**config.mk**
```make
export PLATFORM = sky130hd
export DESIGN_NAME = gf_syndrome_bank
export DESIGN_NICKNAME = d
export VERILOG_FILES = /design/src/rtl/gf_pkg.sv /design/src/rtl/gf_mult_param.sv /design/src/rtl/gf_syndrome_bank.sv
export SDC_FILE = /design/constraint.sdc
export NUM_CORES = 1
export LEC_CHECK = 0
export ABC_AREA = 1
export ABC_CLOCK_PERIOD_IN_PS = 2950
export CAP_MARGIN = 0
export CORE_UTILIZATION = 30
export CTS_CLUSTER_SIZE = 8
export DETAILED_ROUTE_END_ITERATION = 8
export PLACE_DENSITY = 0.62
export SLEW_MARGIN = 20
export SYNTH_ARGS = -nofsm -noshare
export SYNTH_HDL_FRONTEND = slang
export SYNTH_SLANG_ARGS = --single-unit
```
**constraint.sdc**
```tcl
create_clock -name clock -period 2.95 [get_ports clock]
set_input_delay 0.295 -clock clock [delete_from_list [all_inputs] [get_ports clock]]
set_output_delay 0.295 -clock clock [all_outputs]
set_load 0.02 [all_outputs]
```
**src/rtl/gf_pkg.sv**
```systemverilog
// Shared GF(2^M) definitions for the syndrome accumulator bank.
//   GF_M     : default symbol width in bits
//   GF_POLY  : default low M bits of the primitive polynomial (x^5 + x^2 + 1)
//   state_e  : control FSM encoding used by gf_syndrome_bank
package gf_pkg;

  localparam int         GF_M    = 5;
  localparam logic [4:0] GF_POLY = 5'b00101;

  typedef enum logic [1:0] {
    ST_IDLE = 2'd0,
    ST_RUN  = 2'd1,
    ST_DONE = 2'd2
  } state_e;

endpackage

```
**src/rtl/gf_mult_param.sv**
```systemverilog
// Purely combinational GF(2^M) multiplier, polynomial basis.
// The product is reduced modulo x^M + POLY.
// Ports:
//   a, b : input  [M-1:0]  operands (bit i = coefficient of x^i)
//   p    : output [M-1:0]  a * b in GF(2^M)
module gf_mult_param
  import gf_pkg::*;
#(
  parameter int         M    = GF_M,
  parameter logic [M-1:0] POLY = M'(GF_POLY)
) (
  input  logic [M-1:0] a,
  input  logic [M-1:0] b,
  output logic [M-1:0] p
);

  logic [M-1:0] sum;
  logic [M-1:0] a_sh;

  // Shift-and-add: a_sh walks through a*x^i (already reduced), and the
  // terms selected by b are XOR-accumulated.
  always_comb begin
    sum  = '0;
    a_sh = a;
    for (int i = 0; i < M; i++) begin
      if (b[i]) sum = sum ^ a_sh;
      a_sh = {a_sh[M-2:0], 1'b0} ^ (a_sh[M-1] ? POLY : '0);
    end
    p = sum;
  end

endmodule

```
**src/rtl/gf_syndrome_bank.sv**
```systemverilog
// Bank of N GF(2^M) Horner accumulators sharing one input symbol stream.
// Each accepted symbol updates acc[i] <= acc[i]*coef[i] ^ data.
// Ports:
//   clock, reset : clock and synchronous active-high reset
//   start, len   : begin a block of len symbols (sampled in IDLE)
//   load, init   : preload accumulators from init (sampled in IDLE)
//   coef         : per-channel multiplier, channel i at [i*M +: M]
//   data         : shared input symbol, in_valid qualifies it
//   in_ready     : high only while a block is running
//   acc_out      : registered accumulator contents, channel i at [i*M +: M]
//   done         : one-cycle pulse after the last symbol of a block
//   busy         : high while a block is running or completing
module gf_syndrome_bank
  import gf_pkg::*;
#(
  parameter int           M    = GF_M,
  parameter int           N    = 4,
  parameter logic [M-1:0] POLY = M'(GF_POLY),
  parameter int           CW   = 5
) (
  input  logic           clock,
  input  logic           reset,
  input  logic           start,
  input  logic [CW-1:0]  len,
  input  logic           load,
  input  logic [N*M-1:0] init,
  input  logic [N*M-1:0] coef,
  input  logic [M-1:0]   data,
  input  logic           in_valid,
  output logic           in_ready,
  output logic [N*M-1:0] acc_out,
  output logic           done,
  output logic           busy
);

  state_e         state_q, state_d;
  logic [CW-1:0]  cnt_q, cnt_d;
  logic [CW-1:0]  len_q, len_d;
  logic [N*M-1:0] acc_q, acc_d;
  logic [N*M-1:0] prod;

  for (genvar g = 0; g < N; g++) begin : g_mul
    gf_mult_param #(
      .M    (M),
      .POLY (POLY)
    ) u_mul (
      .a (acc_q[g*M +: M]),
      .b (coef[g*M +: M]),
      .p (prod[g*M +: M])
    );
  end

  always_comb begin
    state_d = state_q;
    cnt_d   = cnt_q;
    len_d   = len_q;
    acc_d   = acc_q;
    unique case (state_q)
      ST_IDLE: begin
        if (start) begin
          acc_d   = load ? init : '0;
          cnt_d   = '0;
          len_d   = len;
          // A zero-length block completes without ever accepting data.
          state_d = (len == '0) ? ST_DONE : ST_RUN;
        end else if (load) begin
          acc_d = init;
        end
      end
      ST_RUN: begin
        if (in_valid) begin
          acc_d = prod ^ {N{data}};
          cnt_d = cnt_q + CW'(1);
          // len_q >= 1 here, so len_q-1 cannot underflow.
          if (cnt_q == len_q - CW'(1)) state_d = ST_DONE;
        end
      end
      ST_DONE: state_d = ST_IDLE;
      default: state_d = ST_IDLE;
    endcase
  end

  always_ff @(posedge clock) begin
    if (reset) begin
      state_q <= ST_IDLE;
      cnt_q   <= '0;
      len_q   <= '0;
      acc_q   <= '0;
    end else begin
      state_q <= state_d;
      cnt_q   <= cnt_d;
      len_q   <= len_d;
      acc_q   <= acc_d;
    end
  end

  // DONE always lasts exactly one cycle, so done can come straight from state.
  assign in_ready = (state_q == ST_RUN);
  assign done     = (state_q == ST_DONE);
  assign busy     = (state_q != ST_IDLE);
  assign acc_out  = acc_q;

endmodule

```
==> impl_metrics.json, run 1 <==
{
  "synthesis.instances": 675,
  "numCtsBuffers": 5,
  "worst_setup_path_start_kind": "register",
  "max_buffers_root_to_sink": 2,
  "intPower_mw": 1.45,
  "htree_num_levels": 2,
  "share_comb_of_total_power_pct": 50.4,
  "tritoncts": "done",
  "dr_drc_count": 0,
  "net_count_after_synthesis": 732,
  "setup_viol": 0,
  "via_count": 4148,
  "arrival_time_reported_for_the_critical_path_endpoint_ns": 1.95,
  "setup_repair_after_global_routing_missed_its_margin": "no",
  "die_area_mm2": 0.0129,
  "drt_wl_total_um": 10800,
  "timing.critical_path.cells": "inv_1 > nor2_4 > buf_4 > clkdlybuf4s50_1",
  "design.core.area_mm2": 0.0121,
  "grt_pass1_vias": 3730,
  "clock.fmax_ghz": 0.446,
  "netlist_area_mm2": 0.00374,
  "drv_cap": 0,
  "grt_first_pass_wirelength_um": 17800,
  "critPathMaxStageDelay_ns": 0.69,
  "final.setup_skew_ns": 0.00380,
  "start_util_pct": 31.0,
  "avgSynthCellArea_um2": 5.54,
  "register_area_share_after_synthesis_pct": 17.1,
  "placed_area_mm2": 0.00459,
  "detailedPlacementHpwl_um": 8240,
  "core.rowCount": 40,
  "grt_use_total_pct": 17.1,
  "power.ir.vdd_worst_uv": 257,
  "gp_congestion": 0.837,
  "clock-sinks": 32,
  "chipWidth_um": 114,
  "postSynthRegisterBits": 32,
  "antenna-diode-count": 0,
  "relSlewSlack_pct": 61.0,
  "power.share.switching_pct": 41.7,
  "crit_path_max_fanout": 37,
  "postCtsSetupBuffers": 0,
  "worstMarginPinSlew_ns": 0.584,
  "ff2ff_path_depth": 10,
  "synth.lib_cells_used.distinct": 29,
  "antenna_left": 0,
  "die_height_um": 114,
  "place.port_buffers": 77,
  "final_max_slew_viol_count": 0,
  "min_delay_path_depth": 2,
  "power.clock.fraction_pct": 25.4,
  "postLayoutCellArea_mm2": 0.00477,
  "ys_warn_count": 0,
  "detail_route.wl_per_cell_um": 11.9,
  "final_nets": 797,
  "holdCritPathClass": "reg2reg",
  "critPathSlowestCell": "sky130_fd_sc_hd__clkdlybuf4s50_1",
  "most_common_cell_after_layout_fill_and_taps_aside": "sky130_fd_sc_hd__nand2_1",
  "final_min_period_over_clock_period_pct": 76.0,
  "startpoint_to_endpoint_class_of_the_critical_path": "reg2out",
  "worstPathRequired_ns": 2.65,
  "detail_route.first_pass.iterations": 4,
  "ctsResizeCount": 0,
  "root_buffer": "sky130_fd_sc_hd__clkbuf_16",
  "static-leakage-power_nw": 2.27,
  "switching_power_mw": 1.04,
  "hold_violations": 0,
  "totalNegativeSetupSlack_ns": 0,
  "initialDrtViolationCount": 233,
  "worst_skew_pair.late_latency_ns": 0.27,
  "synthesis_to_layout_area_growth_pct": 27.6,
  "ios": 78,
  "power.share.sequential_pct": 24.3,
  "via_density_per_instance": 4.56,
  "timing.final.crit_period_ns": 2.24,
  "post_route_cells_drive_above_1_share_pct": 3.51,
  "grt_start_max_net_pins": 38,
  "gr-total-overflow": 0,
  "post_cts_hold_buffer_count": 0,
  "most-common-layout-cells": "257 x sky130_fd_sc_hd__nand2_1, 102 x sky130_fd_sc_hd__nand3_1, 94 x sky130_fd_sc_hd__inv_1",
  "cts.reportedPaths.clkPinSlew_ns": 0.05,
  "antenna_violations_before_repair": 0,
  "run_status": "completed",
  "setup_crit_end_kind": "output port",
  "power-per-cell-area_mw_per_mm2": 523
}
==> power groups by stage <==
stage	Sequential (mW)	Clock [mW]	Combinational, mW
finish	0.605	0.633	1.26
global route	0.618	0.664	1.43
floorplan	0.600	0	0.928
detailed placement	0.613	0	1.26
CTS	0.604	0.638	1.26
global placement	0.615	0	1.25
==> cell type report <==
cell class,instances,area (um2)
inverter,99,374
tap,168,210
timing repair buffer,80,793
clock inverter,1,30.0
fill,1312,7290
multi-input combinational,522,2570
clock buffer,7,153
sequential,32,641
==> state kept, by name, summed over array words and instances (netlist names) <==
signal / flops
len_q: 5
cnt_q: 5
state_q: 2
acc_out: 20
==> synth_stat cells <==
| library cell | count | share of area [%] |
|---|---|---|
| sky130_fd_sc_hd__nand2_1 | 257 | 26 |
| sky130_fd_sc_hd__nand3_1 | 102 | 14 |
| sky130_fd_sc_hd__inv_1 | 94 | 9.4 |
| sky130_fd_sc_hd__a21oi_1 | 40 | 5.4 |
| sky130_fd_sc_hd__dfxtp_1 | 32 | 17 |
| sky130_fd_sc_hd__nor2_1 | 31 | 3.1 |
| sky130_fd_sc_hd__xnor2_1 | 31 | 7.3 |
| sky130_fd_sc_hd__xor2_1 | 31 | 7.3 |
| sky130_fd_sc_hd__buf_4 | 8 | 1.6 |
| sky130_fd_sc_hd__o21ai_0 | 8 | 1.1 |
| sky130_fd_sc_hd__buf_6 | 6 | 1.8 |
| sky130_fd_sc_hd__buf_2 | 4 | 0.54 |
| sky130_fd_sc_hd__clkbuf_1 | 4 | 0.40 |
| sky130_fd_sc_hd__nand4_1 | 4 | 0.67 |
| sky130_fd_sc_hd__inv_2 | 3 | 0.30 |
| sky130_fd_sc_hd__nor3_1 | 3 | 0.40 |
| sky130_fd_sc_hd__a21oi_2 | 2 | 0.47 |
| sky130_fd_sc_hd__a21oi_4 | 2 | 0.87 |
| sky130_fd_sc_hd__ha_1 | 2 | 0.67 |
| sky130_fd_sc_hd__or2_2 | 2 | 0.33 |
| sky130_fd_sc_hd__a211oi_1 | 1 | 0.20 |
| sky130_fd_sc_hd__and3_1 | 1 | 0.17 |
| sky130_fd_sc_hd__clkinv_1 | 1 | 0.10 |
| sky130_fd_sc_hd__inv_4 | 1 | 0.17 |
| sky130_fd_sc_hd__nand2_2 | 1 | 0.17 |
| sky130_fd_sc_hd__nand2_4 | 1 | 0.30 |
| sky130_fd_sc_hd__nor2_4 | 1 | 0.30 |
| sky130_fd_sc_hd__nor3b_2 | 1 | 0.33 |
| sky130_fd_sc_hd__nor4_1 | 1 | 0.17 |
==> layer usage <==
metal | vias to the layer above | wire (um) | track usage (%)
met5 | - | 0 | 0
li1 | 2223 | - | -
met4 | 0 | 136 | 4.30
met3 | 9 | 687 | 3.83
met1 | 1827 | 5210 | 22.4
met2 | 89 | 4760 | 28.2
==> cell families (layout without fill, tap and decap cells) <==
family / count (synthesis) / after routing / synth area share (%)
fa+ha+maj: 2 / 2 / 0.669
compound gates: 53 / 53 / 7.96
buf+inv: 121 / 187 / 14.3
simple gates: 405 / 405 / 45.4
flops: 32 / 32 / 17.1
xor+xnor: 62 / 62 / 14.5
==> worst paths after layout <==
path	to	startpoint	slack, ns
hold reg to reg	len_q[1]$_SDFFE_PP0P_	len_q[1]$_SDFFE_PP0P_	0.50
setup reg to reg	acc_out[1]$_SDFFE_PP0P_	state_q[1]$_SDFFE_PP0P_	1.05
hold / removal	len_q[1]$_SDFFE_PP0P_	len_q[1]$_SDFFE_PP0P_	0.50
setup / recovery	in_ready	state_q[0]$_SDFFE_PP0P_	0.71
==> worst max-delay path, delay by kind of cell, from the launching register on <==
family / cells / cell delay, ns
and+or+nand+nor: 1 / 0.13
DFF: 1 / 0.34
buffers and inverters: 3 / 1.20
==> per-stage QoR <==
stage               instances  setup slack, ns  util [%]  hold slack, ns  power, mW
floorplan                 675             1.45         -           0.430       1.53
global placement          901            0.815      38.0           0.484       1.86
finish                    909            0.709      39.6           0.499       2.49
global route              909            0.625      39.6           0.535       2.71
CTS                       909            0.702      39.6           0.502       2.50
detailed placement        901            0.786      38.0           0.495       1.87
Power figures use the tool's default switching activity.
==> inputs of run 2 (changes only) <==
--- a/config.mk
+++ b/config.mk
@@ -6,7 +6,7 @@
 export NUM_CORES = 1
 export LEC_CHECK = 0
 export ABC_AREA = 1
-export ABC_CLOCK_PERIOD_IN_PS = 2950
+export ABC_CLOCK_PERIOD_IN_PS = 2270
 export CAP_MARGIN = 0
 export CORE_UTILIZATION = 30
 export CTS_CLUSTER_SIZE = 8
==> constraint.sdc (replaced) <==
create_clock -name clock -period 2.27 [get_ports clock]
set_input_delay 0.227 -clock clock [delete_from_list [all_inputs] [get_ports clock]]
set_output_delay 0.227 -clock clock [all_outputs]
set_load 0.02 [all_outputs]
==> impl_metrics.json, run 2 (synthesized netlist as in run 1, its figures left out) <==
{
  "run_status": "completed",
  "root_buffer": "sky130_fd_sc_hd__clkbuf_16",
  "reg2reg_setup_slack_ns": 0.55,
  "antenna-diode-count": 0,
  "placement.setup.worst_slack_ns": 0.354,
  "dr_drc_count": 0,
  "regToRegStartpoint": "state_q[0]$_SDFFE_PP0P_",
  "gp_congestion": 0.853,
  "worst_skew_pair.late_latency_ns": 0.28,
  "max_buffers_root_to_sink": 2,
  "ff2ff_path_depth": 10,
  "grt_first_pass_wirelength_um": 18000,
  "setup_viol": 0,
  "detail_route.first_pass.iterations": 4,
  "design.core.area_mm2": 0.0121,
  "final_min_period_over_clock_period_pct": 87.9,
  "critical_path.reg2reg.endpoint": "acc_out[0]$_SDFFE_PP0P_",
  "arrival_time_reported_for_the_critical_path_endpoint_ns": 1.77,
  "drv_cap": 0,
  "drt_wl_total_um": 11000,
  "switching_power_mw": 1.38,
  "numCtsBuffers": 5,
  "timing.hold.ws_ns": 0.490,
  "antenna_left": 0,
  "htree_num_levels": 2,
  "core.rowCount": 40,
  "worstMarginPinSlew_ns": 0.462,
  "setup_crit_end_kind": "output port",
  "place.port_buffers": 77,
  "most_common_cell_after_layout_fill_and_taps_aside": "sky130_fd_sc_hd__nand2_1",
  "final_nets": 801,
  "detail_route.wl_per_cell_um": 12.1,
  "clock-sinks": 32,
  "relSlewSlack_pct": 69.1,
  "clock.fmax_ghz": 0.501,
  "post_cts_hold_buffer_count": 0,
  "post_route_cells_drive_above_1_share_pct": 4.03,
  "grt_use_total_pct": 17.4,
  "hold_violations": 0,
  "final_max_slew_viol_count": 0,
  "power.ir.vdd_worst_uv": 283,
  "timing.critical_path.from": "state_q[0]$_SDFFE_PP0P_",
  "die_height_um": 114,
  "grt_pass1_vias": 3749,
  "crit_path_max_fanout": 13,
  "gr-total-overflow": 0,
  "start_util_pct": 31.0,
  "final.setup_skew_ns": 0.00707,
  "post-layout-total-power_mw": 3.22,
  "layout.core_utilization_pct": 39.8,
  "via_density_per_instance": 4.54,
  "flip_flop_count_of_the_largest_register_all_copies_and_words_added": 20,
  "chipWidth_um": 114,
  "grt_start_max_net_pins": 33,
  "power.share.switching_pct": 42.8,
  "tritoncts": "done",
  "power-per-cell-area_mw_per_mm2": 672,
  "holdCritPathClass": "reg2reg",
  "postCtsSetupBuffers": 0,
  "most-common-layout-cells": "257 x sky130_fd_sc_hd__nand2_1, 102 x sky130_fd_sc_hd__nand3_1, 94 x sky130_fd_sc_hd__inv_1",
  "detailedPlacementHpwl_um": 8510,
  "power.clock.fraction_pct": 24.2,
  "setup_repair_after_global_routing_missed_its_margin": "no",
  "ctsResizeCount": 0,
  "initialDrtViolationCount": 267,
  "intPower_mw": 1.85,
  "setup.worst_path.end": "in_ready",
  "startpoint_to_endpoint_class_of_the_critical_path": "reg2out",
  "antenna_violations_before_repair": 0,
  "synthesis_to_layout_area_growth_pct": 28.3,
  "cts.reportedPaths.clkPinSlew_ns": 0.05,
  "timing.final.crit_period_ns": 2.00,
  "ios": 78,
  "timing.final.ws_setup_ns": 0.274,
  "power.share.sequential_pct": 24.2,
  "worstPathRequired_ns": 2.04,
  "totalNegativeSetupSlack_ns": 0,
  "static-leakage-power_nw": 2.29,
  "via_count": 4148,
  "share_comb_of_total_power_pct": 51.6,
  "worst_setup_path_start_kind": "register",
  "final_layout_fill_cell_count": 1321,
  "die_area_mm2": 0.0129
}
==> run 2: power by group through the flow <==
stage / Combinational [mW] / Clock [mW] / Sequential (mW)
6_report: 1.66 / 0.781 / 0.780
5_1_grt: 1.88 / 0.812 / 0.797
4_1_cts: 1.67 / 0.803 / 0.780
3_5_place_dp: 1.66 / 0 / 0.791
3_3_place_gp: 1.66 / 0 / 0.795
2_1_floorplan: 1.21 / 0 / 0.780
==> run 2: per-layer routing <==
layer / vias up / global-route usage (%) / wire [um]
met5: - / 0 / 0
met4: 0 / 5.18 / 210
met3: 15 / 3.67 / 692
met2: 86 / 29.3 / 4960
met1: 1823 / 22.2 / 5140
li1: 2224 / - / -
==> run 2: worst max-delay path, cell delays in order (launching register included) <==
cell and delay [ns]:
sky130_fd_sc_hd__dfxtp_1 0.32, sky130_fd_sc_hd__inv_1 0.09, sky130_fd_sc_hd__nor2_4 0.38, sky130_fd_sc_hd__clkdlybuf4s50_1 0.69
==> run 2: area by class of cell <==
| class | count | area (um2) | share of cell area (%) |
|---|---|---|---|
| multi-input combinational | 522 | 2570 | 53.6 |
| timing repair buffer | 84 | 836 | 17.4 |
| sequential | 32 | 641 | 13.3 |
| inverter | 99 | 374 | 7.79 |
| tap | 168 | 210 | 4.38 |
| clock buffer | 5 | 125 | 2.61 |
| clock inverter | 3 | 42.5 | 0.886 |
==> run 2: worst min-delay path by stage <==
stage	start	end	slack, ns	cells after the start
4_1_cts	len_q[1]$_SDFFE_PP0P_	len_q[1]$_SDFFE_PP0P_	0.50	2
6_report	len_q[1]$_SDFFE_PP0P_	len_q[1]$_SDFFE_PP0P_	0.49	2
2_1_floorplan	len[3]	len_q[3]$_SDFFE_PP0P_	0.36	2
3_5_place_dp	len_q[1]$_SDFFE_PP0P_	len_q[1]$_SDFFE_PP0P_	0.49	2
3_3_place_gp	len_q[1]$_SDFFE_PP0P_	len_q[1]$_SDFFE_PP0P_	0.49	2
5_1_grt	len_q[1]$_SDFFE_PP0P_	len_q[1]$_SDFFE_PP0P_	0.54	2
==> run 2: metrics by stage <==
stage	instances	area, um2
after floorplan	675	3740
after global placement	905	4630
after detailed placement	905	4630
after CTS	913	4800
after global routing	913	4800
final	913	4800
